### config.mk
export PLATFORM = sky130hd
export DESIGN_NAME = lsu_writeback
export DESIGN_NICKNAME = d
export VERILOG_FILES = /design/src/rtl/lsu_writeback.sv
export SDC_FILE = /design/constraint.sdc
export NUM_CORES = 1
export LEC_CHECK = 0
export ABC_CLOCK_PERIOD_IN_PS = 3250
export BUFFER_PORTS_ARGS = -buffer_cell sky130_fd_sc_hd__buf_4
export CAP_MARGIN = 0
export CELL_PAD_IN_SITES_DETAIL_PLACEMENT = 1
export CELL_PAD_IN_SITES_GLOBAL_PLACEMENT = 2
export CORE_ASPECT_RATIO = 0.7
export CORE_MARGIN = 10
export CORE_UTILIZATION = 30
export CTS_CLUSTER_SIZE = 20
export DETAILED_ROUTE_END_ITERATION = 7
export PLACE_DENSITY_LB_ADDON = 0.2
export SYNTH_ARGS = -nofsm -noshare
export SYNTH_HDL_FRONTEND = slang
export SYNTH_SLANG_ARGS = --single-unit
### constraint.sdc
create_clock -name clk -period 3.25 [get_ports clk]
set_input_delay 0.1625 -clock clk [delete_from_list [all_inputs] [get_ports clk]]
set_output_delay 0.1625 -clock clk [all_outputs]
set_load 0.005 [all_outputs]
### src/rtl/lsu_writeback.sv
// Single-outstanding load/store unit: bus request, load align/extend, one-cycle RF write, done/err pulse.
// Latency accept->done is 5 cycles for loads and 4 for stores on a zero-wait bus; bus stalls simply hold REQ/WAIT.
module lsu_writeback #(
  parameter int XLEN           = 32,
  parameter int REG_ADDR_WIDTH = 5
) (
  input  logic                      clk,
  input  logic                      rst_n,
  input  logic                      req_valid_i,
  output logic                      req_ready_o,
  input  logic                      req_is_store_i,
  input  logic [2:0]                req_funct3_i,
  input  logic [XLEN-1:0]           req_addr_i,
  input  logic [XLEN-1:0]           req_wdata_i,
  input  logic [REG_ADDR_WIDTH-1:0] req_rd_i,
  output logic                      mem_req_valid_o,
  input  logic                      mem_req_ready_i,
  output logic                      mem_req_wen_o,
  output logic [XLEN-1:0]           mem_req_addr_o,
  output logic [XLEN-1:0]           mem_req_wdata_o,
  output logic [3:0]                mem_req_wstrb_o,
  input  logic                      mem_resp_valid_i,
  input  logic [XLEN-1:0]           mem_resp_rdata_i,
  input  logic                      mem_resp_err_i,
  output logic                      rf_wen_o,
  output logic [REG_ADDR_WIDTH-1:0] rf_waddr_o,
  output logic [XLEN-1:0]           rf_wdata_o,
  output logic                      done_o,
  output logic                      err_o
);

  typedef enum logic [2:0] {
    S_IDLE,
    S_REQ,
    S_WAIT,
    S_WB,
    S_FIN
  } state_t;

  state_t                    state_q, state_d;
  logic                      ready_q, ready_d;
  logic                      is_store_q, is_store_d;
  logic [2:0]                funct3_q, funct3_d;
  logic [1:0]                lane_q, lane_d;
  logic [XLEN-1:0]           addr_q, addr_d;
  logic [XLEN-1:0]           wdata_q, wdata_d;
  logic [3:0]                wstrb_q, wstrb_d;
  logic [REG_ADDR_WIDTH-1:0] rd_q, rd_d;
  logic                      err_q, err_d;
  logic [REG_ADDR_WIDTH-1:0] rf_waddr_q, rf_waddr_d;
  logic [XLEN-1:0]           rf_wdata_q, rf_wdata_d;

  logic                      req_legal;
  logic                      req_misaligned;
  logic                      req_f3_ok;
  logic [XLEN-1:0]           st_wdata;
  logic [3:0]                st_wstrb;
  logic [7:0]                ld_byte;
  logic [15:0]               ld_half;
  logic                      ld_sext;
  logic [XLEN-1:0]           ld_ext;

  // Legality and store lane formatting are evaluated on the raw request so they can be latched at accept.
  always_comb begin
    req_f3_ok = 1'b0;
    if (req_is_store_i) begin
      req_f3_ok = !req_funct3_i[2] && (req_funct3_i[1:0] != 2'b11);
    end else begin
      case (req_funct3_i)
        3'b000, 3'b001, 3'b010, 3'b100, 3'b101: req_f3_ok = 1'b1;
        default:                                req_f3_ok = 1'b0;
      endcase
    end
    req_misaligned = ((req_funct3_i[1:0] == 2'b01) && req_addr_i[0]) ||
                     ((req_funct3_i[1:0] == 2'b10) && (req_addr_i[1:0] != 2'b00));
    req_legal = req_f3_ok && !req_misaligned;

    st_wdata = '0;
    st_wstrb = 4'b0000;
    if (req_is_store_i) begin
      case (req_funct3_i[1:0])
        2'b00: begin
          st_wdata = {(XLEN/8){req_wdata_i[7:0]}};
          st_wstrb = 4'b0001 << req_addr_i[1:0];
        end
        2'b01: begin
          st_wdata = {(XLEN/16){req_wdata_i[15:0]}};
          st_wstrb = 4'b0011 << req_addr_i[1:0];
        end
        default: begin
          st_wdata = req_wdata_i;
          st_wstrb = 4'b1111;
        end
      endcase
    end
  end

  // Load extraction from the returned word using the latched byte lane.
  always_comb begin
    case (lane_q)
      2'd0:    ld_byte = mem_resp_rdata_i[7:0];
      2'd1:    ld_byte = mem_resp_rdata_i[15:8];
      2'd2:    ld_byte = mem_resp_rdata_i[23:16];
      default: ld_byte = mem_resp_rdata_i[31:24];
    endcase
    ld_half = lane_q[1] ? mem_resp_rdata_i[31:16] : mem_resp_rdata_i[15:0];
    ld_sext = !funct3_q[2];
    case (funct3_q[1:0])
      2'b00:   ld_ext = {{(XLEN-8){ld_sext & ld_byte[7]}}, ld_byte};
      2'b01:   ld_ext = {{(XLEN-16){ld_sext & ld_half[15]}}, ld_half};
      default: ld_ext = mem_resp_rdata_i;
    endcase
  end

  always_comb begin
    state_d    = state_q;
    is_store_d = is_store_q;
    funct3_d   = funct3_q;
    lane_d     = lane_q;
    addr_d     = addr_q;
    wdata_d    = wdata_q;
    wstrb_d    = wstrb_q;
    rd_d       = rd_q;
    err_d      = err_q;
    rf_waddr_d = rf_waddr_q;
    rf_wdata_d = rf_wdata_q;

    case (state_q)
      S_IDLE: begin
        if (req_valid_i && ready_q) begin
          is_store_d = req_is_store_i;
          funct3_d   = req_funct3_i;
          lane_d     = req_addr_i[1:0];
          addr_d     = {req_addr_i[XLEN-1:2], 2'b00};
          wdata_d    = st_wdata;
          wstrb_d    = st_wstrb;
          rd_d       = req_rd_i;
          err_d      = !req_legal;
          state_d    = req_legal ? S_REQ : S_FIN;
        end
      end
      S_REQ: begin
        if (mem_req_ready_i) begin
          state_d = S_WAIT;
        end
      end
      S_WAIT: begin
        if (mem_resp_valid_i) begin
          if (mem_resp_err_i) begin
            err_d   = 1'b1;
            state_d = S_FIN;
          end else if (is_store_q) begin
            state_d = S_FIN;
          end else begin
            rf_waddr_d = rd_q;
            rf_wdata_d = ld_ext;
            state_d    = S_WB;
          end
        end
      end
      S_WB:    state_d = S_FIN;
      S_FIN:   state_d = S_IDLE;
      default: state_d = S_IDLE;
    endcase

    // Ready is registered so it reads 0 while reset is held and rises once the block is idle.
    ready_d = (state_d == S_IDLE);
  end

  always_ff @(posedge clk or negedge rst_n) begin
    if (!rst_n) begin
      state_q    <= S_IDLE;
      ready_q    <= 1'b0;
      is_store_q <= 1'b0;
      funct3_q   <= 3'b000;
      lane_q     <= 2'b00;
      addr_q     <= '0;
      wdata_q    <= '0;
      wstrb_q    <= 4'b0000;
      rd_q       <= '0;
      err_q      <= 1'b0;
      rf_waddr_q <= '0;
      rf_wdata_q <= '0;
    end else begin
      state_q    <= state_d;
      ready_q    <= ready_d;
      is_store_q <= is_store_d;
      funct3_q   <= funct3_d;
      lane_q     <= lane_d;
      addr_q     <= addr_d;
      wdata_q    <= wdata_d;
      wstrb_q    <= wstrb_d;
      rd_q       <= rd_d;
      err_q      <= err_d;
      rf_waddr_q <= rf_waddr_d;
      rf_wdata_q <= rf_wdata_d;
    end
  end

  assign req_ready_o     = ready_q;
  assign mem_req_valid_o = (state_q == S_REQ);
  assign mem_req_wen_o   = is_store_q;
  assign mem_req_addr_o  = addr_q;
  assign mem_req_wdata_o = wdata_q;
  assign mem_req_wstrb_o = wstrb_q;
  assign rf_wen_o        = (state_q == S_WB) && (rd_q != '0);
  assign rf_waddr_o      = rf_waddr_q;
  assign rf_wdata_o      = rf_wdata_q;
  assign done_o          = (state_q == S_FIN);
  assign err_o           = (state_q == S_FIN) && err_q;

endmodule

==> results of run 1 <==
-- worst max-delay path: stages, from the launching register on --
cell,delay [ns]
sky130_fd_sc_hd__dfrtp_1,0.91
sky130_fd_sc_hd__and3b_1,0.37
sky130_fd_sc_hd__nor3_4,0.07
sky130_fd_sc_hd__a211oi_4,0.67
sky130_fd_sc_hd__a21oi_1,0.16
-- state kept, by name, summed over array words and instances, names as in the netlist --
signal           count
rf_wdata_o          32
state_q              3
mem_req_addr_o      30
mem_req_wdata_o     32
rf_waddr_o           5
err_q                1
req_ready_o          1
mem_req_wstrb_o      4
lane_q               2
rd_q                 5
funct3_q             3
mem_req_wen_o        1
-- cell families (layout without fill, tap and decap cells) --
kind of cell           Yosys count  count (layout)  share of synthesized area, %
flip-flops                     119             119                          52.4
buffers and inverters           47             300                          4.54
AND/OR/NAND/NOR                307             307                          23.1
other                            1               2                        0.0660
AO/OA/AOI/OAI                  113             113                          13.3
multiplexers                    35              35                          6.59
-- metal layers --
metal | GRT usage [%] | share of wire [%] | vias up
met2 | 28.6 | 46 | 160
met1 | 23.0 | 44 | 2703
met4 | 5.40 | 1.4 | 0
met3 | 6.46 | 8.7 | 25
li1 | - | - | 2579
met5 | 0 | 0 | -
-- metrics by stage --
| stage | util, % | cells |
|---|---|---|
| after floorplan | - | 623 |
| after global routing | 46.3 | 1112 |
| after CTS | 46.3 | 1112 |
| after detailed placement | 40.6 | 1039 |
| after global placement | 40.6 | 1039 |
| final | 46.3 | 1112 |
-- path summary, 6_finish.rpt --
| check | from | end | slack, ns | depth (start not counted) |
|---|---|---|---|---|
| min in group asynchronous | rst_n | mem_req_addr_o[14]$_DFFE_PN0P_ | 0.37 | 2 |
| hold / removal | req_wdata_i[3] | mem_req_wdata_o[3]$_DFFE_PN0P_ | 0.006 | 3 |
| max in group asynchronous | rst_n | mem_req_wstrb_o[1]$_DFFE_PN0P_ | 2.05 | 3 |
| setup / recovery | lane_q[1]$_DFFE_PN0P_ | rf_wdata_o[20]$_DFFE_PN0P_ | 0.89 | 4 |
| hold reg to reg | mem_req_wdata_o[0]$_DFFE_PN0P_ | mem_req_wdata_o[0]$_DFFE_PN0P_ | 0.47 | 2 |
| setup reg to reg | lane_q[1]$_DFFE_PN0P_ | rf_wdata_o[20]$_DFFE_PN0P_ | 0.89 | 4 |
-- power by group --
part | total, mW | leakage, nW | internal, mW | switching, mW
combinational | 3.05 | 2.43 | 1.50 | 1.55
sequential | 2.70 | 1.51 | 2.15 | 0.551
clock | 2.02 | 0.306 | 1.33 | 0.689
-- area by class of cell --
class	count	area share, %
clock inverters	9	1.74
clock buffers	22	5.60
inverters	2	0.0886
repair buffers	267	25.1
well taps	236	3.49
flip-flops and latches	119	35.2
multi-input cells	457	28.9
-- synth_stat cells (2+ instances only) --
library cell               number  area [um2]
sky130_fd_sc_hd__mux2i_1       16         160
sky130_fd_sc_hd__a221o_1        2        20.0
sky130_fd_sc_hd__inv_1          2        7.51
sky130_fd_sc_hd__nor2b_1        9        56.3
sky130_fd_sc_hd__nor2_1        47         176
sky130_fd_sc_hd__a22o_1         8        70.1
sky130_fd_sc_hd__a21oi_2        8        70.1
sky130_fd_sc_hd__mux2_2        19         214
sky130_fd_sc_hd__a221oi_1       6        52.6
sky130_fd_sc_hd__a21oi_1       31         155
sky130_fd_sc_hd__clkbuf_1      22        82.6
sky130_fd_sc_hd__a41oi_1        3        26.3
sky130_fd_sc_hd__nand3_1       16        80.1
sky130_fd_sc_hd__nand4b_1       2        17.5
sky130_fd_sc_hd__o21ai_0       27         135
sky130_fd_sc_hd__a22oi_1        6        45.0
sky130_fd_sc_hd__o22ai_1        7        43.8
sky130_fd_sc_hd__buf_2         11        55.1
sky130_fd_sc_hd__nand2_1      213         800
sky130_fd_sc_hd__nand2b_1       3        18.8
sky130_fd_sc_hd__buf_6          7        78.8
sky130_fd_sc_hd__nor3b_1        3        22.5
sky130_fd_sc_hd__dfrtp_1      119        2980
sky130_fd_sc_hd__buf_4          4        30.0
sky130_fd_sc_hd__o22a_1         6        52.6
==> qor.txt, run 1 <==
=====================================================================================
Outcome ................................................................ complete, no violations
Remaining max-slew budget at the tightest pin ..........................        32.3%
# Post-CTS Setup Buffers ...............................................            0
Largest net degree at the start of global routing ......................           89
EDFF count, synth ......................................................            0
Antenna violation net count after detailed routing .....................            0
Clock slew at reported path FFs ........................................      0.06 ns
Via count of the first global-routing pass .............................        6,163
Die H ..................................................................       135 um
Pre-CTS setup slack ....................................................     0.940 ns
Clock tree from TritonCTS ..............................................         done
Arrival time at the worst endpoint .....................................      2.62 ns
Number of filler instances in the final layout .........................        2,127
Horiz. Die Dim .........................................................       184 um
Cts hold-fix bufs ......................................................           42
Final RePlAce weighted congestion ......................................        0.836
Post-route design area .................................................     8470 um2
Most frequent cells in the layout ...................................... sky130_fd_sc_hd__buf_4 (224), sky130_fd_sc_hd__nand2_1 (213), sky130_fd_sc_hd__dfrtp_1 (119), sky130_fd_sc_hd__nor2_1 (47), sky130_fd_sc_hd__dlygate4sd3_1 (42)
Buffers on Ports .......................................................          219
Initial antenna violation count ........................................            0
Total routing resource utilization after global routing ................        18.2%
Layout Nets ............................................................          975
Most frequent standard cell in the layout excluding fill and tap cells . sky130_fd_sc_hd__buf_4
Setup slack of the critical path after layout ..........................     0.894 ns
Remaining design rule violation count ..................................            0
Worst Path Class, Setup ................................................ flip-flop to flip-flop
Resized cells post-CTS .................................................            0
Achievable frequency ...................................................      424 MHz
Leak ...................................................................      4.24 nW
Number of distinct library cells after synthesis .......................           50
VDD IR max .............................................................     0.382 mV
Number of pins with negative max-slew slack in the final report ........            0
Fraction of layout instances using a drive strength above 1 ............        33.1%
Mapped Area ............................................................     5680 um2
YS warnings ............................................................            0
Detailed Place HPWL ....................................................      16.1 mm
Number of cells produced by synthesis ..................................          622
Total die area .........................................................   24,900 um2
DRC marker count from the first detailed-route iteration ...............          352
Period utilisation layout ..............................................        72.5%
Vias per cell ..........................................................         4.92
Count of standard-cell rows ............................................           41
Global-route wire length before repair .................................      35.7 mm
Post-synthesis register bit count ......................................          119
Crit. End Element ......................................................    flip-flop
Fin. Hold Viols ........................................................            0
Footprint of the multi-input gates .....................................     2450 um2
Overflow left after global routing .....................................            0
Area after DPL .........................................................     7430 um2
CP Launch Type .........................................................    flip-flop
Buffers from clock root to sink, at most ...............................            2
Drt wl/cell ............................................................      20.1 um
Final total power ......................................................      7.77 mW
Routed WL ..............................................................      22.3 mm
Clock sinks ............................................................          119
Htree depth ............................................................            4
Worst clock skew .......................................................   0.00755 ns
Register Area ..........................................................     2980 um2
Syn avg cell area ......................................................     9.13 um2
Tightest Hold Check Type ............................................... input port to flip-flop
Worst-Margin Slew ......................................................      1.02 ns
Setup repair after global routing missed its margin ....................           no
Area growth from synthesis to layout ...................................        49.2%
Number of buffers inserted during clock tree synthesis .................           17
Worst Path Required ....................................................      3.51 ns
Share of synthesized flip-flops with an asynchronous set or reset ......         100%
Register area share after synthesis ....................................        52.4%
Clk Latency, worst-skew pair ...........................................      0.42 ns
Hold slack .............................................................   0.00567 ns
Setup-failing EPs final ................................................            0
Post-synth top flop .................................................... sky130_fd_sc_hd__dfrtp_1
P per Cell Area ........................................................   917 nW/um2
Detailed-route via count ...............................................        5,467
1st-pass router iterations .............................................            4
Boundary pin count .....................................................          222
Max Fanout on Critical Path ............................................           25
ANT cells ..............................................................            0
Cell chosen for the clock root ......................................... sky130_fd_sc_hd__clkbuf_16
Area inside the core boundary ..........................................   18,300 um2
Maxcap violations ......................................................            0
Initial Util ...........................................................        31.0%
Fin crit period ........................................................      2.36 ns
Total Negative Setup Slacks ............................................         0 ns
=====================================================================================
(Power assumes the default switching activity.)
==> inputs of run 2 (changes only) <==
--- a/config.mk
+++ b/config.mk
@@ -5,14 +5,14 @@
 export SDC_FILE = /design/constraint.sdc
 export NUM_CORES = 1
 export LEC_CHECK = 0
-export ABC_CLOCK_PERIOD_IN_PS = 3250
+export ABC_CLOCK_PERIOD_IN_PS = 1900
 export BUFFER_PORTS_ARGS = -buffer_cell sky130_fd_sc_hd__buf_4
 export CAP_MARGIN = 0
 export CELL_PAD_IN_SITES_DETAIL_PLACEMENT = 1
 export CELL_PAD_IN_SITES_GLOBAL_PLACEMENT = 2
 export CORE_ASPECT_RATIO = 0.7
 export CORE_MARGIN = 10
-export CORE_UTILIZATION = 30
+export CORE_UTILIZATION = 25
 export CTS_CLUSTER_SIZE = 20
 export DETAILED_ROUTE_END_ITERATION = 7
 export PLACE_DENSITY_LB_ADDON = 0.2
==> constraint.sdc (replaced) <==
create_clock -name clk -period 1.9 [get_ports clk]
set_input_delay 0.095 -clock clk [delete_from_list [all_inputs] [get_ports clk]]
set_output_delay 0.095 -clock clk [all_outputs]
set_load 0.005 [all_outputs]
==> run 2 against run 1 <==
  * Critical path depth unchanged
  * Clock power grew 52%
  * Global-route usage fell by 2.1 points
  * Core utilization decreased by 6.1 points
  * Final area increased by 6.7%
  * Hold slack improved by 0.016 ns
  * Critical path type is now flip-flop to primary output
  * Critical endpoint is now rf_wen_o
  * Highest routed layer unchanged
==> qor.txt, run 2 (synthesis gave the netlist of run 1 again) <==
=====================================================================================
Endpoint of the worst hold path ........................................ rf_wdata_o[13]$_DFFE_PN0P_
Detailed-route via count ...............................................        5,622
Worst Path Class, Setup ................................................ flip-flop to primary output
Setup-failing EPs final ................................................            0
Clock slew at reported path FFs ........................................      0.07 ns
Clock sinks ............................................................          119
Initial antenna violation count ........................................            0
Drt wl/cell ............................................................      18.9 um
CP Launch Type .........................................................    flip-flop
Worst R2R Start ........................................................ state_q[0]$_DFF_PN0_
Buffers from clock root to sink, at most ...............................            2
Buffers on Ports .......................................................          219
Achievable frequency ...................................................      556 MHz
Maxcap violations ......................................................            0
Vias per cell ..........................................................         4.54
DRC marker count from the first detailed-route iteration ...............          266
Max Fanout on Critical Path ............................................            3
Boundary pin count .....................................................          222
Worst-Margin Slew ......................................................     0.611 ns
Layout Nets ............................................................        1,024
Count of cells along the worst register-to-register path ...............            5
VDD IR max .............................................................     0.868 mV
Share of the core filled with cells in the final layout ................        40.1%
Outcome ................................................................ complete, no violations
Worst flop-to-flop path endpoint ....................................... rf_wdata_o[0]$_DFFE_PN0P_
Worst clock skew .......................................................   0.00964 ns
Total routing resource utilization after global routing ................        16.1%
Crit. End Element ...................................................... primary output
# Post-CTS Setup Buffers ...............................................            0
1st-pass router iterations .............................................            4
Count of standard-cell rows ............................................           46
Leak ...................................................................      4.42 nW
Horiz. Die Dim .........................................................       200 um
Overflow left after global routing .....................................            0
Cell chosen for the clock root ......................................... sky130_fd_sc_hd__clkbuf_16
Clock tree from TritonCTS ..............................................         done
Total die area .........................................................   29,200 um2
Final RePlAce weighted congestion ......................................        0.818
Most frequent cells in the layout ...................................... sky130_fd_sc_hd__buf_4 (231), sky130_fd_sc_hd__nand2_1 (212), sky130_fd_sc_hd__dfrtp_1 (119), sky130_fd_sc_hd__dlygate4sd3_1 (79), sky130_fd_sc_hd__nor2_1 (47)
P per Cell Area ........................................................  1460 nW/um2
Htree depth ............................................................            4
Via count of the first global-routing pass .............................        6,286
Fin. Hold Viols ........................................................            0
Setup repair after global routing missed its margin ....................           no
Worst hold start ....................................................... mem_resp_rdata_i[13]
Most frequent standard cell in the layout excluding fill and tap cells . sky130_fd_sc_hd__buf_4
Tightest Hold Check Type ............................................... input port to flip-flop
Fin crit period ........................................................      1.80 ns
FF-to-FF setup slack ...................................................      0.17 ns
Clk Latency, worst-skew pair ...........................................      0.43 ns
Remaining design rule violation count ..................................            0
Area inside the core boundary ..........................................   22,500 um2
Remaining max-slew budget at the tightest pin ..........................        59.1%
Hold path cells ........................................................            3
Worst Path Required ....................................................      1.80 ns
Antenna violation net count after detailed routing .....................            0
Largest net degree at the start of global routing ......................           52
Fraction of layout instances using a drive strength above 1 ............        33.0%
Detailed Place HPWL ....................................................      17.1 mm
Total Negative Setup Slacks ............................................         0 ns
Number of pins with negative max-slew slack in the final report ........            0
Period utilisation layout ..............................................        94.7%
Number of buffers inserted during clock tree synthesis .................           17
Area growth from synthesis to layout ...................................        59.1%
ANT cells ..............................................................            0
Arrival time at the worst endpoint .....................................      1.70 ns
Global-route wire length before repair .................................      37.4 mm
Initial Util ...........................................................        25.2%
Routed WL ..............................................................      23.4 mm
Die H ..................................................................       146 um
=====================================================================================
[run 2: cell count changes in the layout (fill, tap and decap cells not counted), moves of 2 or more]
cell and change:
sky130_fd_sc_hd__dlygate4sd3_1 +37, sky130_fd_sc_hd__buf_4 +7, sky130_fd_sc_hd__clkinvlp_4 +6, sky130_fd_sc_hd__buf_12 +5, sky130_fd_sc_hd__bufinv_16 -3, sky130_fd_sc_hd__clkbuf_8 -3
sky130_fd_sc_hd__clkinv_4 +3, sky130_fd_sc_hd__clkbuf_1 -2
[run 2: worst max-delay path by stage]
stage	start	end	slack, ns	depth (start not counted)
global placement	state_q[0]$_DFF_PN0_	rf_wdata_o[12]$_DFFE_PN0P_	0.22	4
global route	rd_q[0]$_DFFE_PN0P_	rf_wen_o	0.008	4
CTS	rd_q[0]$_DFFE_PN0P_	rf_wen_o	0.07	4
detailed placement	state_q[2]$_DFF_PN0_	rf_wdata_o[10]$_DFFE_PN0P_	0.12	4
finish	rd_q[0]$_DFFE_PN0P_	rf_wen_o	0.10	4
floorplan	state_q[2]$_DFF_PN0_	mem_req_addr_o[27]$_DFFE_PN0P_	0.28	7
[run 2: per-layer routing]
metal | GRT usage (%) | part of all wire (%) | wire, um | vias to the layer above
met3 | 5.73 | 6.7 | 1560 | 22
li1 | - | - | - | 2674
met4 | 4.30 | 0.85 | 199 | 0
met5 | 0 | 0 | 0 | -
met1 | 20.8 | 47 | 11000 | 2783
met2 | 24.9 | 46 | 10700 | 143
[run 2: repair_timing]
| action | 4_1_cts | 5_1_grt |
|---|---|---|
| resized for setup | 0 | 2 |
| hold endpoints to repair | 115 | 0 |
| hold buffers | 79 | 0 |
| endpoints found under the setup margin | 0 | 12 |
[run 2: report_power, final]
group	internal (mW)	leakage [nW]	switching (mW)
registers	3.67	1.51	0.823
clock network	1.79	0.253	1.28
logic	2.77	2.66	2.85
total	8.24	4.42	4.96
[run 2: final cells by class]
class,count,area (um2)
Fill cell,2579,13500
Tap cell,312,390
Inverter,2,7.51
Multi-Input combinational cell,457,2460
Timing Repair Buffer,316,2650
Sequential cell,119,2980
Clock inverter,15,133
Clock buffer,17,425
[run 2: critical path: stages, from the launching register on]
cell                      delay, ns
sky130_fd_sc_hd__dfrtp_1       0.41
sky130_fd_sc_hd__or4_1         0.54
sky130_fd_sc_hd__nor2_1        0.12
sky130_fd_sc_hd__nor3b_1       0.08
sky130_fd_sc_hd__buf_4         0.14
[run 2: metrics by stage]
step                      area, um2  hold WS [ns]  setup WS [ns]  std cells  total power [mW]
after floorplan                5680        -0.201          0.280        623              7.15
after global placement         7680         0.127          0.221       1127              9.92
after detailed placement       7680         0.139          0.118       1127              10.1
after CTS                      9020      0.000785         0.0682       1238              13.5
after global routing           9030        0.0305        0.00771       1238              14.3
final                          9030        0.0217          0.101       1238              13.2
